[src/rtl/register_unit.sv]
// register_unit: RV32I architectural integer register file (x0..x31).
// Two combinational read ports, one synchronous write port, x0 reads zero.
module register_unit #(
  parameter int unsigned           DATA_WIDTH = 32,
  parameter int unsigned           ADDR_WIDTH = 5,
  parameter logic [DATA_WIDTH-1:0] SP_INIT    = 32'h0000_0400
) (
  input  logic                  clk,
  input  logic                  rst,
  input  logic [ADDR_WIDTH-1:0] rs1,
  input  logic [ADDR_WIDTH-1:0] rs2,
  input  logic [ADDR_WIDTH-1:0] rd,
  input  logic                  RuWr,
  input  logic [DATA_WIDTH-1:0] RuWrData,
  output logic [DATA_WIDTH-1:0] ru1,
  output logic [DATA_WIDTH-1:0] ru2
);

  localparam int unsigned NREGS = 2 ** ADDR_WIDTH;
  localparam int unsigned SP_IDX = 2;

  // Entry 0 exists only to keep indexing uniform; it is pinned to zero.
  logic [DATA_WIDTH-1:0] regs_q [NREGS];
  logic [DATA_WIDTH-1:0] regs_d [NREGS];

  // Next-state: at most one register (never x0) takes the writeback value.
  always_comb begin
    for (int unsigned i = 0; i < NREGS; i++) begin
      regs_d[i] = regs_q[i];
    end
    if (RuWr && (rd != '0)) begin
      regs_d[rd] = RuWrData;
    end
    regs_d[0] = '0;
  end

  // State register: synchronous reset wins over a simultaneous write.
  always_ff @(posedge clk) begin
    if (rst) begin
      for (int unsigned i = 0; i < NREGS; i++) begin
        regs_q[i] <= (i == SP_IDX) ? SP_INIT : '0;
      end
    end else begin
      for (int unsigned i = 0; i < NREGS; i++) begin
        regs_q[i] <= regs_d[i];
      end
    end
  end

  // Read ports: zero latency, no bypass; index 0 forced to zero even before reset.
  always_comb begin
    ru1 = (rs1 == '0) ? '0 : regs_q[rs1];
    ru2 = (rs2 == '0) ? '0 : regs_q[rs2];
  end

endmodule

[config.mk]
export PLATFORM = sky130hd
export DESIGN_NAME = register_unit
export DESIGN_NICKNAME = d
export VERILOG_FILES = /design/src/rtl/register_unit.sv
export SDC_FILE = /design/constraint.sdc
export NUM_CORES = 2
export LEC_CHECK = 0
export ABC_AREA = 1
export BUFFER_PORTS_ARGS = -buffer_cell sky130_fd_sc_hd__buf_2
export CORE_ASPECT_RATIO = 2
export CORE_MARGIN = 3
export CORE_UTILIZATION = 40
export CTS_BUF_LIST = sky130_fd_sc_hd__clkbuf_8
export DETAILED_ROUTE_END_ITERATION = 16
export SETUP_SLACK_MARGIN = 0.2
export SYNTH_ARGS = -nofsm -noshare
export SYNTH_HDL_FRONTEND = slang
export SYNTH_SLANG_ARGS = --single-unit
[constraint.sdc]
create_clock -name clk -period 3.5 [get_ports clk]
set_input_delay 1.05 -clock clk [delete_from_list [all_inputs] [get_ports clk]]
set_output_delay 1.05 -clock clk [all_outputs]
set_load 0.03 [all_outputs]
* Word-level counts from Yosys, hierarchy flattened
Memories as Yosys holds them, arrays and structs flattened.
Index checks and enable logic that the tools add are counted.
** Word-level totals
- Register bits after elaboration :: 0
- Bits in writable memories :: 1024
- Input port bits :: 50
- Output and inout bits :: 64
- Logic and storage cells :: 82
- Memories kept :: 1
** Cells by class
- Magnitude comparators :: 2
- Mux-type cells :: 41
- Bitwise operators :: 33
- Reductions and logical operators :: 5
** Memories
- regs_q :: words 32, bits a word 32, read ports 34, clocked after Yosys merged registers in 0, wr ports 32, line 23 : logic [DATA_WIDTH-1:0] regs_q [NREGS];
** Operators by type and width (count)
- two-way mux 32 bit :: 35
- bitwise mux 1024 bit :: 1
- two-way mux 992 bit :: 1
- demux 32 bit (select 5 bit) :: 1
- OR 1 bit :: 32
- logical NOT 5 bit :: 2
- greater-or-equal comparator 6 bit, second input constant :: 1
- less-than comparator 6 x 1 -> 1 bit, second input constant :: 1
- inverter 5 -> 6 bit :: 1
- nonzero test 5 bit :: 1
- two-way mux 1 bit :: 3
- logical AND 1 bit :: 2

* Longest topological paths before layout
- Word-level depth :: 8
- Gate-level depth with buffers :: 14
- Mapped depth without buffers :: 11

* Worst setup path before layout
No wires, ideal clock.
- Path type :: in2out
- Start point :: input port rs1[1]
- End point :: output port ru1[22]
- Data arrival time :: 2.322 ns
- Setup slack :: 0.128 ns
- Cell stages on the path :: 9
- Path through :: buf_2 inv_2 nor2_4 buf_2 clkbuf_1 nand2_1 nand3_1 nand3_1 nand2_1
** On the way
- Longest elaborated chain between the ends :: 2
** RTL lines
- from (decl) :: line 10 : input logic [ADDR_WIDTH-1:0] rs1,
- memory read (32 x 32 bit) / logical NOT 5 bit (equally long branches)
- two-way mux 32 bit * :: line 52 : ru1 = (rs1 == '0) ? '0 : regs_q[rs1];
- to (decl) :: line 15 : output logic [DATA_WIDTH-1:0] ru1,
Mark *: on every way between the ends. The rest lies on a longest branch, timed or not.

* Worst setup path after layout
- Start point :: input port rs1[0]
- End point :: output port ru1[24]
Same word-level chain as after synthesis.

==> results.py <==
metrics = {
    "power": {
        "pwr-share-comb": 0.161,
        "ir_drop_v": 0.000306,
        "design_power_total_mw": 26.7,
        "clkPwrFrac": 0.406,
        "p_switching_mw": 7.92,
        "pwr_density_cell_nw_per_um2": 398,
        "seq_power_share": 0.433,
        "netSwitchingFraction": 0.297,
        "leakage_nw": 28.7,
        "intPower_mw": 18.8,
    },
    "clocking": {
        "ctsLongestPathBuffers": 3,
        "numCtsBuffers": 148,
        "cts.clk_slew.worst_paths_ns": 0.08,
        "cts-root-buf": "clkbuf_8",
        "cts_tree": "yes",
        "cts_hold_buf": 0,
        "clock_latency_ns": 0.89,
        "htree_levels": 4,
        "cts.sink_count": 992,
    },
    "grt": {
        "antenna_found_initial": 6,
        "grt_pass1_wl_um": 357000,
        "grt-ovfl-total": 0,
        "grt_pass1_vias": 57000,
        "grt_usage": 0.348,
        "grt_max_degree": 117,
    },
    "route": {
        "first_pass_iters": 8,
        "num_vias": 61200,
        "ant_nets": 0,
        "vias_per_cell": 5.90,
        "drt_iter0_drc": 7467,
        "drcViolationCount": 0,
        "detail_route.wl_per_cell_um": 23.8,
        "wirelength_um": 247000,
    },
    "min_path": {
        "hold_class": "input port to register",
    },
    "place": {
        "dp_hpwl_um": 136000,
        "pre_cts_ws_ns": -0.200,
        "portBuffers": 113,
        "place_inst": 9930,
        "gp_congestion": 0.885,
    },
    "sta": {
        "max_freq_mhz": 270,
        "slew_headroom": 0.245,
        "hold_viol_final": 0,
        "fin_crit_ns": 3.70,
        "setup_viol": 52,
        "fin_ws_ns": -0.203,
        "rsz0062_at_grt": "yes",
        "tightest_slew_ns": 1.13,
        "finalCritPeriodShare": 1.06,
        "skew_ns": 0,
        "drv_slew": 0,
        "fin_hold_ws_ns": 0.497,
    },
    "synthesis": {
        "syn_nets": 8505,
        "synth_cells": 8455,
        "ys_seq_area_frac": 0.380,
        "synth.distinct_cells": 17,
        "syn_area_um2": 52300,
        "ys_warn_count": 0,
        "ys_ff_latch": 992,
        "syn_avg_cell_area_um2": 6.18,
    },
    "die": {
        "dieWidth_um": 262,
        "ios": 114,
        "dieArea_um2": 135000,
        "std_cell_rows": 187,
        "core_area_um2": 130000,
        "start_util": 0.403,
        "die_h_um": 517,
    },
    "layout": {
        "regMostFlops": "regs_q",
        "stdcell_count": 10400,
        "syn_to_final_growth_pct": 28.1,
        "largest_reg_flops": 992,
        "top_regs": "regs_q: 992 flops",
        "drive_gt1_frac": 0.166,
        "multi_input_area_um2": 29500,
        "filler_cell_count": 12600,
        "nets": 8599,
        "ff_latch_area_um2": 19900,
    },
    "status": {
        "run_status": "complete, but fails checks",
        "violations": "setup timing",
    },
    "flow_run": {
        "maxCapViolations": 0,
    },
    "critical_path": {
        "required_ns": 2.45,
        "arrival_ns": 2.65,
        "critPathMaxFanout": 7,
        "start_kind": "input port",
        "critPathKind": "input port to output port",
        "crit_path_end_kind": "output port",
    },
}
[final cells by class]
| class | instances | area share |
|---|---|---|
| diodes | 3 | 0.000112 |
| repair buffers | 725 | 0.158 |
| repair inverters | 3 | 0.000934 |
| clock inverters | 74 | 0.00969 |
| inverters | 397 | 0.0232 |
| clock buffers | 192 | 0.0395 |
| multi-input cells | 6282 | 0.441 |
| well taps | 1701 | 0.0318 |
| flip-flops and latches | 992 | 0.296 |
[power by group through the flow]
stage	logic (mW)	registers [mW]	clock network, mW
6_report	4.30	11.5	10.8
4_1_cts	3.93	11.5	10.9
5_1_grt	4.47	11.6	11.4
3_3_place_gp	3.34	11.8	0
3_5_place_dp	3.35	11.8	0
2_1_floorplan	1.77	11.8	0
[final timing paths]
| check | startpoint | to | slack (ns) | cells past startpoint |
|---|---|---|---|---|
| min | RuWrData[10] | regs_q[2][10] | 0.50 | 3 |
| max | rs1[0] | ru1[24] | -0.20 | 13 |
| min reg2reg | regs_q[2][10] | regs_q[2][10] | 0.53 | 2 |
| max reg2reg | regs_q[22][20] | regs_q[22][20] | 2.72 | 2 |
[cell families (layout without fill, tap and decap cells)]
family | Yosys count | count (layout) | share of synthesized area
flops | 992 | 992 | 0.380
other cells | 0 | 3 | 0
simple gates | 4052 | 4052 | 0.318
compound gates | 2230 | 2230 | 0.213
buf+inv | 1181 | 1391 | 0.0890
[layout by cell type (no fill, tap or decap), drive strengths merged]
cell type  instances
a21oi           1148
buf              692
bufbuf             8
bufinv            10
clkbuf           217
clkinv            20
clkinvlp           7
dfxtp            992
diode              3
inv              437
nand2           2946
nand3           1032
nand3b             2
nor2              68
o21ai           1082
or2                4
[synth_stat cells]
master | n | area share
a21oi_1 | 1148 | 0.11
buf_1 | 60 | 0.0043
buf_2 | 160 | 0.015
buf_4 | 6 | 0.00086
clkbuf_1 | 558 | 0.040
dfxtp_1 | 992 | 0.38
inv_1 | 393 | 0.028
inv_2 | 4 | 0.00029
nand2_1 | 2946 | 0.21
nand3_1 | 1031 | 0.099
nand3_2 | 1 | 0.00019
nand3b_1 | 2 | 0.00029
nor2_1 | 34 | 0.0024
nor2_2 | 33 | 0.0039
nor2_4 | 1 | 0.00022
o21ai_0 | 1082 | 0.10
or2_2 | 4 | 0.00048
[critical path, cell delays in order]
cell     delay [ns]
buf_16         0.14
inv_12         0.09
buf_16         0.15
buf_16         0.18
buf_8          0.14
buf_16         0.13
nand2_1        0.06
nand3_1        0.07
nand3_1        0.12
nand3_2        0.11
nand3_2        0.11
nand2_4        0.12
buf_6          0.13
[routing by layer]
| metal | up-vias | wire length [um] | track usage |
|---|---|---|---|
| met2 | 3689 | 112000 | 0.560 |
| met5 | - | 13 | 0 |
| li1 | 28000 | - | - |
| met4 | 2 | 21900 | 0.256 |
| met3 | 1170 | 23800 | 0.0678 |
| met1 | 28400 | 88900 | 0.409 |
[timing repair]
| action | in CTS | in global routing |
|---|---|---|
| gates cloned | 46 | 27 |
| pin swaps | 150 | 163 |
| buffers inserted | 60 | 37 |
| resized for setup | 524 | 294 |
| setup endpoints to repair | 64 | 64 |
[stage by stage]
stage	util	setup TNS [ns]	instance area, um2
floorplan	-	0	52400
global placement	0.446	-6.44	58000
detailed placement	0.446	-6.22	58000
CTS	0.500	-0.344	64900
global route	0.516	-5.59	67000
finish	0.516	-2.52	67000
(Power assumes the default switching activity.)
